--- config.mk ---
export PLATFORM = sky130hd
export DESIGN_NAME = mc_ctrl
export DESIGN_NICKNAME = d
export VERILOG_FILES = /design/src/rtl/mc_ctrl_pkg.sv /design/src/rtl/mc_alu_dec.sv /design/src/rtl/mc_ctrl.sv
export SDC_FILE = /design/constraint.sdc
export NUM_CORES = 1
export LEC_CHECK = 0
export CORE_UTILIZATION = 35
export CTS_CLUSTER_DIAMETER = 40
export DETAILED_ROUTE_END_ITERATION = 7
export DONT_BUFFER_PORTS = 1
export SKIP_CTS_REPAIR_TIMING = 1
export SYNTH_ARGS = -nofsm -noshare
export SYNTH_HDL_FRONTEND = slang
export SYNTH_SLANG_ARGS = --single-unit
--- constraint.sdc ---
create_clock -name clk -period 4.35 [get_ports clk]
set_clock_uncertainty 0.2 [all_clocks]
set_input_delay 0.6525 -clock clk [delete_from_list [all_inputs] [get_ports clk]]
set_output_delay 0.6525 -clock clk [all_outputs]
set_load 0.01 [all_outputs]
--- src/rtl/mc_ctrl_pkg.sv ---
// Shared encodings for the multi-cycle control sequencer: states, instruction
// fields, ALU operation codes and immediate-extension modes.
package mc_ctrl_pkg;

    localparam int unsigned EXT_W   = 2;
    localparam int unsigned ALUOP_W = 3;
    localparam int unsigned STATE_W = 4;
    localparam int unsigned FIELD_W = 6;

    typedef enum logic [STATE_W-1:0] {
        ST_FETCH  = 4'd0,
        ST_DECODE = 4'd1,
        ST_EXEC_R = 4'd2,
        ST_WB_R   = 4'd3,
        ST_EXEC_I = 4'd4,
        ST_WB_I   = 4'd5,
        ST_ADDR   = 4'd6,
        ST_MEM_RD = 4'd7,
        ST_MEM_WR = 4'd8,
        ST_WB_MEM = 4'd9,
        ST_BRANCH = 4'd10,
        ST_JUMP   = 4'd11
    } state_t;

    localparam logic [FIELD_W-1:0] OP_RTYPE = 6'h00;
    localparam logic [FIELD_W-1:0] OP_J     = 6'h02;
    localparam logic [FIELD_W-1:0] OP_BEQ   = 6'h04;
    localparam logic [FIELD_W-1:0] OP_ADDI  = 6'h08;
    localparam logic [FIELD_W-1:0] OP_ANDI  = 6'h0C;
    localparam logic [FIELD_W-1:0] OP_ORI   = 6'h0D;
    localparam logic [FIELD_W-1:0] OP_LUI   = 6'h0F;
    localparam logic [FIELD_W-1:0] OP_LW    = 6'h23;
    localparam logic [FIELD_W-1:0] OP_SW    = 6'h2B;

    localparam logic [FIELD_W-1:0] FN_ADD = 6'h20;
    localparam logic [FIELD_W-1:0] FN_SUB = 6'h22;
    localparam logic [FIELD_W-1:0] FN_AND = 6'h24;
    localparam logic [FIELD_W-1:0] FN_OR  = 6'h25;
    localparam logic [FIELD_W-1:0] FN_SLT = 6'h2A;

    localparam logic [ALUOP_W-1:0] ALU_ADD   = 3'b000;
    localparam logic [ALUOP_W-1:0] ALU_SUB   = 3'b001;
    localparam logic [ALUOP_W-1:0] ALU_AND   = 3'b010;
    localparam logic [ALUOP_W-1:0] ALU_OR    = 3'b011;
    localparam logic [ALUOP_W-1:0] ALU_SLT   = 3'b100;
    localparam logic [ALUOP_W-1:0] ALU_PASSB = 3'b101;

    localparam logic [EXT_W-1:0] EXT_ZERO = 2'b00;
    localparam logic [EXT_W-1:0] EXT_SIGN = 2'b01;
    localparam logic [EXT_W-1:0] EXT_LUI  = 2'b10;

    localparam logic [1:0] PC_SRC_SEQ  = 2'b00;
    localparam logic [1:0] PC_SRC_BR   = 2'b01;
    localparam logic [1:0] PC_SRC_JUMP = 2'b10;

    localparam logic [1:0] SRC_B_RT      = 2'b00;
    localparam logic [1:0] SRC_B_FOUR    = 2'b01;
    localparam logic [1:0] SRC_B_IMM     = 2'b10;
    localparam logic [1:0] SRC_B_IMM_SL2 = 2'b11;

    // Supported R-type function codes
    function automatic logic rtype_funct_ok(input logic [FIELD_W-1:0] funct);
        return funct inside {FN_ADD, FN_SUB, FN_AND, FN_OR, FN_SLT};
    endfunction

    // First state after DECODE; ST_FETCH marks an unsupported encoding
    function automatic state_t dispatch(input logic [FIELD_W-1:0] opcode,
                                        input logic [FIELD_W-1:0] funct);
        state_t target;
        target = ST_FETCH;
        case (opcode)
            OP_RTYPE: target = rtype_funct_ok(funct) ? ST_EXEC_R : ST_FETCH;
            OP_ADDI, OP_ANDI, OP_ORI, OP_LUI: target = ST_EXEC_I;
            OP_LW, OP_SW: target = ST_ADDR;
            OP_BEQ: target = ST_BRANCH;
            OP_J: target = ST_JUMP;
            default: target = ST_FETCH;
        endcase
        return target;
    endfunction

endpackage

--- src/rtl/mc_alu_dec.sv ---
// ALU operation and immediate-extension mode as a function of the current
// state and the latched decode fields.
module mc_alu_dec
    import mc_ctrl_pkg::*;
(
    input  state_t             state,
    input  logic [FIELD_W-1:0] opcode,
    input  logic [FIELD_W-1:0] funct,
    output logic [ALUOP_W-1:0] alu_op,
    output logic [EXT_W-1:0]   ext_sel
);

    always_comb begin
        alu_op  = ALU_ADD;
        ext_sel = EXT_ZERO;
        case (state)
            ST_DECODE, ST_ADDR: ext_sel = EXT_SIGN;
            ST_EXEC_R: begin
                case (funct)
                    FN_SUB:  alu_op = ALU_SUB;
                    FN_AND:  alu_op = ALU_AND;
                    FN_OR:   alu_op = ALU_OR;
                    FN_SLT:  alu_op = ALU_SLT;
                    default: alu_op = ALU_ADD;
                endcase
            end
            // Extension mode stays stable through writeback of I-type ALU ops
            ST_EXEC_I, ST_WB_I: begin
                case (opcode)
                    OP_ADDI: ext_sel = EXT_SIGN;
                    OP_LUI:  ext_sel = EXT_LUI;
                    default: ext_sel = EXT_ZERO;
                endcase
                if (state == ST_EXEC_I) begin
                    case (opcode)
                        OP_ANDI: alu_op = ALU_AND;
                        OP_ORI:  alu_op = ALU_OR;
                        OP_LUI:  alu_op = ALU_PASSB;
                        default: alu_op = ALU_ADD;
                    endcase
                end
            end
            ST_BRANCH: alu_op = ALU_SUB;
            default: ;
        endcase
    end

endmodule

--- src/rtl/mc_ctrl.sv ---
// Multi-cycle control sequencer: walks each instruction through
// fetch/decode/execute/memory/writeback and drives the datapath controls.
module mc_ctrl
    import mc_ctrl_pkg::*;
(
    input  logic               clk,
    input  logic               rst,
    input  logic [5:0]         opcode,
    input  logic [5:0]         funct,
    input  logic               alu_zero,
    input  logic               mem_ready,
    output logic               mem_req,
    output logic               mem_we,
    output logic               iord,
    output logic               ir_write,
    output logic               pc_write,
    output logic [1:0]         pc_src,
    output logic               alu_src_a,
    output logic [1:0]         alu_src_b,
    output logic [EXT_W-1:0]   ext_sel,
    output logic [ALUOP_W-1:0] alu_op,
    output logic               reg_dst,
    output logic               mem_to_reg,
    output logic               reg_write,
    output logic               illegal,
    output logic [3:0]         state
);

    state_t               cur;
    state_t               nxt;
    state_t               dec_target;
    logic [FIELD_W-1:0]   op_q;
    logic [FIELD_W-1:0]   funct_q;
    logic                 illegal_q;
    logic [ALUOP_W-1:0]   dec_alu_op;
    logic [EXT_W-1:0]     dec_ext_sel;

    assign dec_target = dispatch(opcode, funct);
    assign state      = cur;

    mc_alu_dec u_alu_dec (
        .state   (cur),
        .opcode  (op_q),
        .funct   (funct_q),
        .alu_op  (dec_alu_op),
        .ext_sel (dec_ext_sel)
    );

    always_ff @(posedge clk) begin
        if (rst) begin
            cur <= ST_FETCH;
        end else begin
            cur <= nxt;
        end
    end

    // Decode fields are captured on leaving DECODE so later states ignore the IR
    always_ff @(posedge clk) begin
        if (rst) begin
            op_q      <= '0;
            funct_q   <= '0;
            illegal_q <= 1'b0;
        end else begin
            illegal_q <= (cur == ST_DECODE) && (dec_target == ST_FETCH);
            if (cur == ST_DECODE) begin
                op_q    <= opcode;
                funct_q <= funct;
            end
        end
    end

    always_comb begin
        nxt = ST_FETCH;
        case (cur)
            ST_FETCH:  nxt = mem_ready ? ST_DECODE : ST_FETCH;
            ST_DECODE: nxt = dec_target;
            ST_EXEC_R: nxt = ST_WB_R;
            ST_EXEC_I: nxt = ST_WB_I;
            ST_ADDR:   nxt = (op_q == OP_SW) ? ST_MEM_WR : ST_MEM_RD;
            ST_MEM_RD: nxt = mem_ready ? ST_WB_MEM : ST_MEM_RD;
            ST_MEM_WR: nxt = mem_ready ? ST_FETCH : ST_MEM_WR;
            default:   nxt = ST_FETCH;
        endcase
    end

    // Moore decode of the datapath controls; reset forces everything idle
    always_comb begin
        mem_req    = 1'b0;
        mem_we     = 1'b0;
        iord       = 1'b0;
        ir_write   = 1'b0;
        pc_write   = 1'b0;
        pc_src     = PC_SRC_SEQ;
        alu_src_a  = 1'b0;
        alu_src_b  = SRC_B_RT;
        ext_sel    = EXT_ZERO;
        alu_op     = ALU_ADD;
        reg_dst    = 1'b0;
        mem_to_reg = 1'b0;
        reg_write  = 1'b0;
        illegal    = 1'b0;
        if (!rst) begin
            alu_op  = dec_alu_op;
            ext_sel = dec_ext_sel;
            illegal = illegal_q;
            case (cur)
                ST_FETCH: begin
                    mem_req   = 1'b1;
                    alu_src_b = SRC_B_FOUR;
                    ir_write  = mem_ready;
                    pc_write  = mem_ready;
                end
                ST_DECODE: alu_src_b = SRC_B_IMM_SL2;
                ST_EXEC_R: alu_src_a = 1'b1;
                ST_WB_R: begin
                    reg_dst   = 1'b1;
                    reg_write = 1'b1;
                end
                ST_EXEC_I, ST_ADDR: begin
                    alu_src_a = 1'b1;
                    alu_src_b = SRC_B_IMM;
                end
                ST_WB_I: reg_write = 1'b1;
                ST_MEM_RD: begin
                    mem_req = 1'b1;
                    iord    = 1'b1;
                end
                ST_MEM_WR: begin
                    mem_req = 1'b1;
                    mem_we  = 1'b1;
                    iord    = 1'b1;
                end
                ST_WB_MEM: begin
                    mem_to_reg = 1'b1;
                    reg_write  = 1'b1;
                end
                ST_BRANCH: begin
                    alu_src_a = 1'b1;
                    pc_src    = PC_SRC_BR;
                    pc_write  = alu_zero;
                end
                ST_JUMP: begin
                    pc_src   = PC_SRC_JUMP;
                    pc_write = 1'b1;
                end
                default: ;
            endcase
        end
    end

endmodule

==> summary.log, run 1 <==
INFO  global_routing grt_max_degree=27
INFO  yosys          synth_top_cell_by_area=sky130_fd_sc_hd__dfxtp_1
INFO  sta            final.min_clock_period=3.029ns
INFO  placed_design  routabilityCongestion=0.7911
INFO  worst_setup_path cp-end-kind=output pin
INFO  die            rows=21
INFO  yosys          synth_enable_flop_cells=0
INFO  route          via_per_inst=5.952
INFO  sta            final_hold_viol_count=0
INFO  sta            tns=0ns
INFO  yosys          synthSimpleGateAreaFrac=38.99%
INFO  placed_design  detailed_place.area=0.001226mm2
INFO  yosys          synth_seq_area_share=27.98%
INFO  route          vias=1250
INFO  die            core_area=0.003337mm2
INFO  layout         flow.area_growth_from_synthesis=2.983%
INFO  worst_setup_path r2r.worst_path.cells=4
INFO  clocking       worst_setup_hold_path_clk_slew=0.09ns
INFO  sta            slew_violations=0
INFO  pwr            intPower=0.0002336W
INFO  global_routing grt_antenna_before_repair=0
INFO  die            die_width=60.95um
INFO  placed_design  port_buffers=0
INFO  route          wirelength=3138um
INFO  die            die_area=0.003714mm2
INFO  sta            finalWorstSetupSlack=1.321ns
INFO  worst_setup_path critPathRequiredTime=3.50ns
INFO  pwr            seq_power_share=55.1%
INFO  yosys          cell_area_after_synthesis=0.001216mm2
INFO  global_routing grt_remaining_overflow=0
INFO  global_routing vias_in_the_first_global_route=1088
INFO  die            top_level_ports=39
INFO  placed_design  pre_cts_slack=1.679ns
INFO  worst_setup_path reg2reg_from=state[0]
INFO  yosys          synth.lib_cells_used.distinct=42
INFO  yosys          synth_compound_gate_area_share=25.21%
INFO  yosys          most_used_dff_post_synth=sky130_fd_sc_hd__dfxtp_1
INFO  worst_setup_path worstSetupStartpointType=flip-flop
INFO  pwr            peak_vdd_ir=0.2019mV
INFO  worst_setup_path worstSetupPathType=flip-flop to output pin
INFO  route          postRouteAntennaNets=0
INFO  yosys          netlist.area_leader.share=27.98%
INFO  worst_setup_path cp_max_fo=21
INFO  min_path       hold_end=op_q[3]
INFO  min_path       min_delay_path_depth=1
INFO  clocking       htree_num_levels=1
INFO  yosys          synth.yosys.warnings=0
INFO  layout         multi_input_area=809.5um2
INFO  sta            max_slew.worst_pin.slew=0.9005ns
INFO  min_path       worst_hold_path_type=input port to flip-flop
INFO  sta            unrepaired_setup_endpoints_after_global_routing=no
INFO  yosys          synth-xor-area-share=1.440%
INFO  flow_run       maximum_capacitance_violations=0
INFO  pwr            p_leak=0.3702nW
INFO  worst_setup_path crit_arrival=2.18ns
INFO  pwr            total_switching_power=0.0001105W
INFO  yosys          yosys.area_share.adder=0%
INFO  route          drcViolationCount=0
INFO  pwr            combinationalPowerShare=20.9%
INFO  clocking       ctsRootBufferMaster=sky130_fd_sc_hd__clkbuf_4
INFO  pwr            pwr_density_cell=274.7mW/mm2
INFO  sta            timing.fmax=330.2MHz
INFO  route          detailedRoute.firstPassIterationCount=4
INFO  outcome        status=finished clean
INFO  clocking       tritoncts=done
INFO  layout         final_layout_size_suffix_gt1_share=3.659%
INFO  layout         final_cell_area=0.001252mm2
INFO  yosys          synthCells=172
INFO  pwr            clockPowerShare=24.0%
INFO  sta            maxSlewHeadroom=39.75%
INFO  worst_setup_path timing_startpoint_of_the_critical_path=state[2]
INFO  worst_setup_path timing.reg2reg.setup_slack=1.98ns
INFO  placed_design  post-dp-hpwl=2312um
INFO  layout         ff_latch_area=340.3um2
INFO  yosys          synth_top_family_by_area=simple AND/OR/NAND/NOR gates
INFO  clocking       clock_tree.buffer_depth=2
INFO  clocking       numCtsBuffers=3
INFO  die            start_util=36.45%
INFO  pwr            sw_share=32.11%
INFO  layout         finalNetCount=181
INFO  route          drt_first_iter_violations=138
INFO  global_routing wire_length_of_the_first_global_routing_pass=4926um
INFO  clocking       clkSinkCount=17
INFO  sta            setup_violations=0
INFO  yosys          synth.net_count=188
INFO  sta            timing.final.crit_share=69.63%
INFO  min_path       min-delay-start=rst
INFO  worst_setup_path r2r_end=illegal_q
INFO  die            die_height=60.95um
INFO  global_routing groute.usage.overall=17.77%
INFO  yosys          avgSynthCellArea=7.071um2
INFO  clocking       worstSkewPairLatency=0.29ns
INFO  layout         num-fill-cells=370
INFO  route          wl_per_cell=14.94um
INFO  yosys          synth.area.mux_share=0.9259%
INFO  layout         antenna-diode-count=0
INFO  yosys          synth.top_cells.by_area=sky130_fd_sc_hd__dfxtp_1 (28%), sky130_fd_sc_hd__nand2_1 (11%), sky130_fd_sc_hd__a21oi_1 (7.0%), sky130_fd_sc_hd__nor2_1 (3.7%), sky130_fd_sc_hd__nand2b_1 (3.1%)
INFO  yosys          ys_ff_latch=17
INFO  yosys          async_reset_ff_share=0%
-- worst max-delay path, stage by stage, from the launching register on --
cell	delay, ns
sky130_fd_sc_hd__dfxtp_1	0.80
sky130_fd_sc_hd__nor3b_1	0.44
sky130_fd_sc_hd__and4b_1	0.31
sky130_fd_sc_hd__nand2b_1	0.08
sky130_fd_sc_hd__a21oi_1	0.26
-- final cells by class --
type,instances,share of cell area [%]
Sequential cell,17,27.17
Inverter,5,1.499
Multi-Input combinational cell,138,64.64
Tap cell,46,4.595
Clock buffer,4,2.098
-- worst max-delay path by stage --
stage           endpoint  slack, ns  depth (start not counted)
2_1_floorplan     mem_we       1.99                          4
3_3_place_gp   alu_op[0]       1.75                          4
3_5_place_dp   alu_op[0]       1.68                          4
4_1_cts        alu_op[0]       1.34                          4
5_1_grt        alu_op[1]       1.11                          4
6_report       alu_op[1]       1.32                          4
-- power by group through the flow --
stage | combinational, W | clock (W) | sequential [W]
after floorplan | 0.0000723 | 0 | 0.000181
after global placement | 0.0000696 | 0 | 0.000192
after detailed placement | 0.0000714 | 0 | 0.000193
after CTS | 0.0000716 | 0.0000862 | 0.000189
after global routing | 0.0000815 | 0.0000923 | 0.000192
final | 0.0000719 | 0.0000825 | 0.000190
-- state kept, by name, summed over array words and instances (netlist names) --
name,cells
illegal_q,1
funct_q,6
op_q,6
state,4
-- layer usage --
| metal | wire (um) | GRT usage [%] | vias to the layer above |
|---|---|---|---|
| met5 | 0 | 0 | - |
| met4 | 23 | 6.818 | 0 |
| met3 | 255 | 4.051 | 2 |
| met2 | 1441 | 28.41 | 66 |
| met1 | 1417 | 23.29 | 578 |
| li1 | - | - | 604 |
-- cell families (layout without fill, tap and decap cells) --
logic type / count (synthesis) / after routing
mux: 1 / 1
buf+inv: 17 / 9
flops: 17 / 17
simple gates: 90 / 90
xor+xnor: 2 / 2
compound gates: 45 / 45
-- stage by stage --
| stage | std cells | total power (W) | util (%) | hold slack (ns) |
|---|---|---|---|---|
| 3_3_place_gp | 206 | 0.0002613 | 36.75 | 0.2326 |
| 6_report | 210 | 0.0003440 | 37.53 | 0.2288 |
| 4_1_cts | 210 | 0.0003470 | 37.53 | 0.2129 |
| 3_5_place_dp | 206 | 0.0002644 | 36.75 | 0.2450 |
| 2_1_floorplan | 172 | 0.0002530 | - | 0.2312 |
| 5_1_grt | 210 | 0.0003657 | 37.53 | 0.2025 |
-- layout by cell type (no fill, tap or decap), types with 2 or more instances in the layout --
master	n
sky130_fd_sc_hd__nand3b_1	3
sky130_fd_sc_hd__inv_1	5
sky130_fd_sc_hd__o211ai_1	2
sky130_fd_sc_hd__and4b_1	2
sky130_fd_sc_hd__xnor2_1	2
sky130_fd_sc_hd__nor4_1	4
sky130_fd_sc_hd__a21boi_0	2
sky130_fd_sc_hd__o2111ai_1	2
sky130_fd_sc_hd__dfxtp_1	17
sky130_fd_sc_hd__nand2b_1	6
sky130_fd_sc_hd__nor3_1	6
sky130_fd_sc_hd__nand4b_1	2
sky130_fd_sc_hd__a21boi_1	2
sky130_fd_sc_hd__a31oi_1	2
sky130_fd_sc_hd__nor2b_1	2
sky130_fd_sc_hd__nor2_1	12
sky130_fd_sc_hd__nor4bb_1	2
sky130_fd_sc_hd__o21ai_0	5
sky130_fd_sc_hd__nor3b_1	2
sky130_fd_sc_hd__nand2_1	35
sky130_fd_sc_hd__a211oi_1	2
sky130_fd_sc_hd__or4b_1	3
sky130_fd_sc_hd__or3_1	3
sky130_fd_sc_hd__clkbuf_4	3
sky130_fd_sc_hd__nand3_1	5
sky130_fd_sc_hd__or2_1	2
sky130_fd_sc_hd__a21oi_1	17
-- cells in the mapped netlist, types with 3 or more instances --
cell                        n
sky130_fd_sc_hd__nand3b_1   3
sky130_fd_sc_hd__clkbuf_1   9
sky130_fd_sc_hd__a21oi_1   17
sky130_fd_sc_hd__o21ai_0    5
sky130_fd_sc_hd__nand3_1    5
sky130_fd_sc_hd__or3_1      3
sky130_fd_sc_hd__dfxtp_1   17
sky130_fd_sc_hd__nand2b_1   6
sky130_fd_sc_hd__nand2_1   35
sky130_fd_sc_hd__nor4_1     4
sky130_fd_sc_hd__or4b_1     3
sky130_fd_sc_hd__nor3_1     6
sky130_fd_sc_hd__nor2_1    12
sky130_fd_sc_hd__inv_1      5
No activity file was read; power rests on OpenSTA's default activity.
==> run 2: changes to the inputs <==
==> constraint.sdc (replaced) <==
create_clock -name clk -period 2.92 [get_ports clk]
set_clock_uncertainty 0.2 [all_clocks]
set_input_delay 0.438 -clock clk [delete_from_list [all_inputs] [get_ports clk]]
set_output_delay 0.438 -clock clk [all_outputs]
set_load 0.01 [all_outputs]
==> run 2 against run 1 <==
First-iteration DRC count is 43% higher. Wire length is 3.0% higher. Power is 53% higher. Register-to-register slack worse by 1.3 ns.
==> summary.log, run 2 (synthesized netlist as in run 1, its figures left out) <==
INFO  layout         finalNetCount=188 [+3.9%]
INFO  pwr            peak_vdd_ir=0.2849mV [+41%]
INFO  layout         ff_latch_area=340.3um2 [unchanged]
INFO  pwr            pwr_density_cell=401.5mW/mm2 [+46%]
INFO  die            start_util=36.45% [unchanged]
INFO  worst_setup_path crit_arrival=1.96ns [-0.22 ns]
INFO  sta            tns=0ns [unchanged]
INFO  global_routing grt_max_degree=27 [unchanged]
INFO  route          vias=1238 [-0.96%]
INFO  pwr            p_leak=0.4051nW [+9.4%]
INFO  flow_run       maximum_capacitance_violations=0 [unchanged]
INFO  worst_setup_path worstSetupPathDepth=3 [-1]
INFO  placed_design  post-dp-hpwl=2390um [+3.4%]
INFO  clocking       ctsRootBufferMaster=sky130_fd_sc_hd__clkbuf_4
INFO  sta            unrepaired_setup_endpoints_after_global_routing=no
INFO  sta            max_slew.worst_pin.slew=0.5066ns [-0.3938 ns]
INFO  worst_setup_path path_delay_family=simple AND/OR/NAND/NOR gates
INFO  worst_setup_path path_cells=inv_1 > or3_1 > nor3_1
INFO  placed_design  port_buffers=0 [unchanged]
INFO  global_routing vias_in_the_first_global_route=1079 [-0.83%]
INFO  route          drt_first_iter_violations=198 [+43%]
INFO  global_routing groute.usage.overall=17.17% [-0.60 points]
INFO  worst_setup_path reg2reg_from=state[3]
INFO  die            core_area=0.003337mm2 [unchanged]
INFO  clocking       clock_tree.buffer_depth=2 [unchanged]
INFO  worst_setup_path r2r_end=state[0]
INFO  worst_setup_path critPathRequiredTime=2.28ns [-1.22 ns]
INFO  worst_setup_path worstSetupStartpointType=flip-flop
INFO  worst_setup_path max_stage_delay=0.65ns [-0.15 ns]
INFO  pwr            post-layout-total-power=0.0005259W [+53%]
INFO  worst_setup_path r2r.worst_path.cells=4 [unchanged]
INFO  die            die_width=60.95um [unchanged]
INFO  route          drcViolationCount=0 [unchanged]
INFO  worst_setup_path cpMaxStageDelayCell=sky130_fd_sc_hd__dfxtp_1
INFO  worst_setup_path timing.reg2reg.setup_slack=0.72ns [-1.26 ns]
INFO  die            die_area=0.003714mm2 [unchanged]
INFO  route          via_per_inst=5.705 [-4.2%]
INFO  global_routing grt_antenna_before_repair=0 [unchanged]
INFO  outcome        status=finished clean
INFO  worst_setup_path cp-end-kind=output pin
INFO  layout         antenna-diode-count=0 [unchanged]
INFO  worst_setup_path critical_path_buf_inv_count=1 [+1]
INFO  layout         final_common_cell=sky130_fd_sc_hd__nand2_1
INFO  clocking       worstSkewPairLatency=0.28ns [about the same]
INFO  sta            timing.final.crit_share=88.97%
INFO  layout         final_cell_mix=sky130_fd_sc_hd__nand2_1 (35), sky130_fd_sc_hd__a21oi_1 (17), sky130_fd_sc_hd__dfxtp_1 (17)
INFO  die            top_level_ports=39 [unchanged]
INFO  route          wirelength=3233um [+3.0%]
INFO  sta            maxSlewHeadroom=65.91% [+26 points]
INFO  sta            setup_violations=0 [unchanged]
INFO  die            rows=21 [unchanged]
INFO  clocking       htree_num_levels=1 [unchanged]
INFO  worst_setup_path cp_max_fo=14 [-33%]
INFO  clocking       tritoncts=done
INFO  sta            final_hold_viol_count=0 [unchanged]
INFO  worst_setup_path critPathCapture=mem_we
INFO  sta            timing.fmax=384.9MHz
INFO  clocking       clkSinkCount=17 [unchanged]
INFO  placed_design  routabilityCongestion=0.8636 [+9.2%]
INFO  clocking       worst_setup_hold_path_clk_slew=0.09ns [about the same]
INFO  sta            final.min_clock_period=2.598ns
INFO  worst_setup_path worstSetupPathType=flip-flop to output pin
INFO  route          detailedRoute.firstPassIterationCount=4 [unchanged]
INFO  layout         final_layout_size_suffix_gt1_share=6.433% [+2.8 points]
INFO  die            die_height=60.95um [unchanged]
INFO  route          wl_per_cell=14.90um [-0.30%]
INFO  sta            slew_violations=0 [unchanged]
INFO  clocking       numCtsBuffers=3 [unchanged]
INFO  layout         flow.area_growth_from_synthesis=7.716%
INFO  global_routing grt_remaining_overflow=0 [unchanged]
INFO  global_routing wire_length_of_the_first_global_routing_pass=4885um [-0.83%]
INFO  layout         multi_input_area=809.5um2 [unchanged]
INFO  layout         num-fill-cells=376 [+1.6%]
INFO  worst_setup_path timing_startpoint_of_the_critical_path=state[3]
INFO  min_path       worst_hold_path_type=input port to flip-flop
INFO  route          postRouteAntennaNets=0 [unchanged]
run 2: area by class of cell:
cell class | count | area share (%)
repair buffers | 7 | 4.393
well taps | 46 | 4.393
inverters | 5 | 1.433
clock buffers | 4 | 2.006
multi-input cells | 138 | 61.80
flip-flops and latches | 17 | 25.98
run 2: power by group:
part           internal (W)  switching, W  total, W
clock network     0.0000531     0.0000709  0.000124
logic             0.0000521     0.0000766  0.000129
registers          0.000251     0.0000220  0.000273
total              0.000356      0.000169  0.000526
run 2: worst min-delay path by stage:
stage               startpoint    endpoint  slack [ns]  depth (start not counted)
floorplan           funct_q[4]  funct_q[4]        0.23                          2
global placement    funct_q[4]  funct_q[4]        0.23                          2
detailed placement  funct_q[4]  funct_q[4]        0.24                          2
CTS                        rst     op_q[0]      -0.001                          1
global route          funct[0]  funct_q[0]        0.06                          2
finish               opcode[5]     op_q[5]        0.08                          2
run 2: through the flow:
stage	std cells	worst slack [ns]	util, %	hold slack (ns)	area, um2
3_5_place_dp	211	0.6690	37.87	0.2433	1264
5_1_grt	217	0.1991	39.26	0.06205	1310
2_1_floorplan	172	0.7783	-	0.2312	1216
4_1_cts	215	0.3380	38.66	-0.001016	1290
3_3_place_gp	211	0.7394	37.87	0.2331	1264
6_report	217	0.3220	39.26	0.07545	1310
run 2: layer usage:
| metal | vias up | wire [um] | global-route usage, % |
|---|---|---|---|
| met5 | - | 0 | 0 |
| met4 | 0 | 18 | 4.221 |
| met3 | 3 | 200 | 2.985 |
| met2 | 41 | 1471 | 27.32 |
| met1 | 572 | 1543 | 24.10 |
| li1 | 622 | - | - |
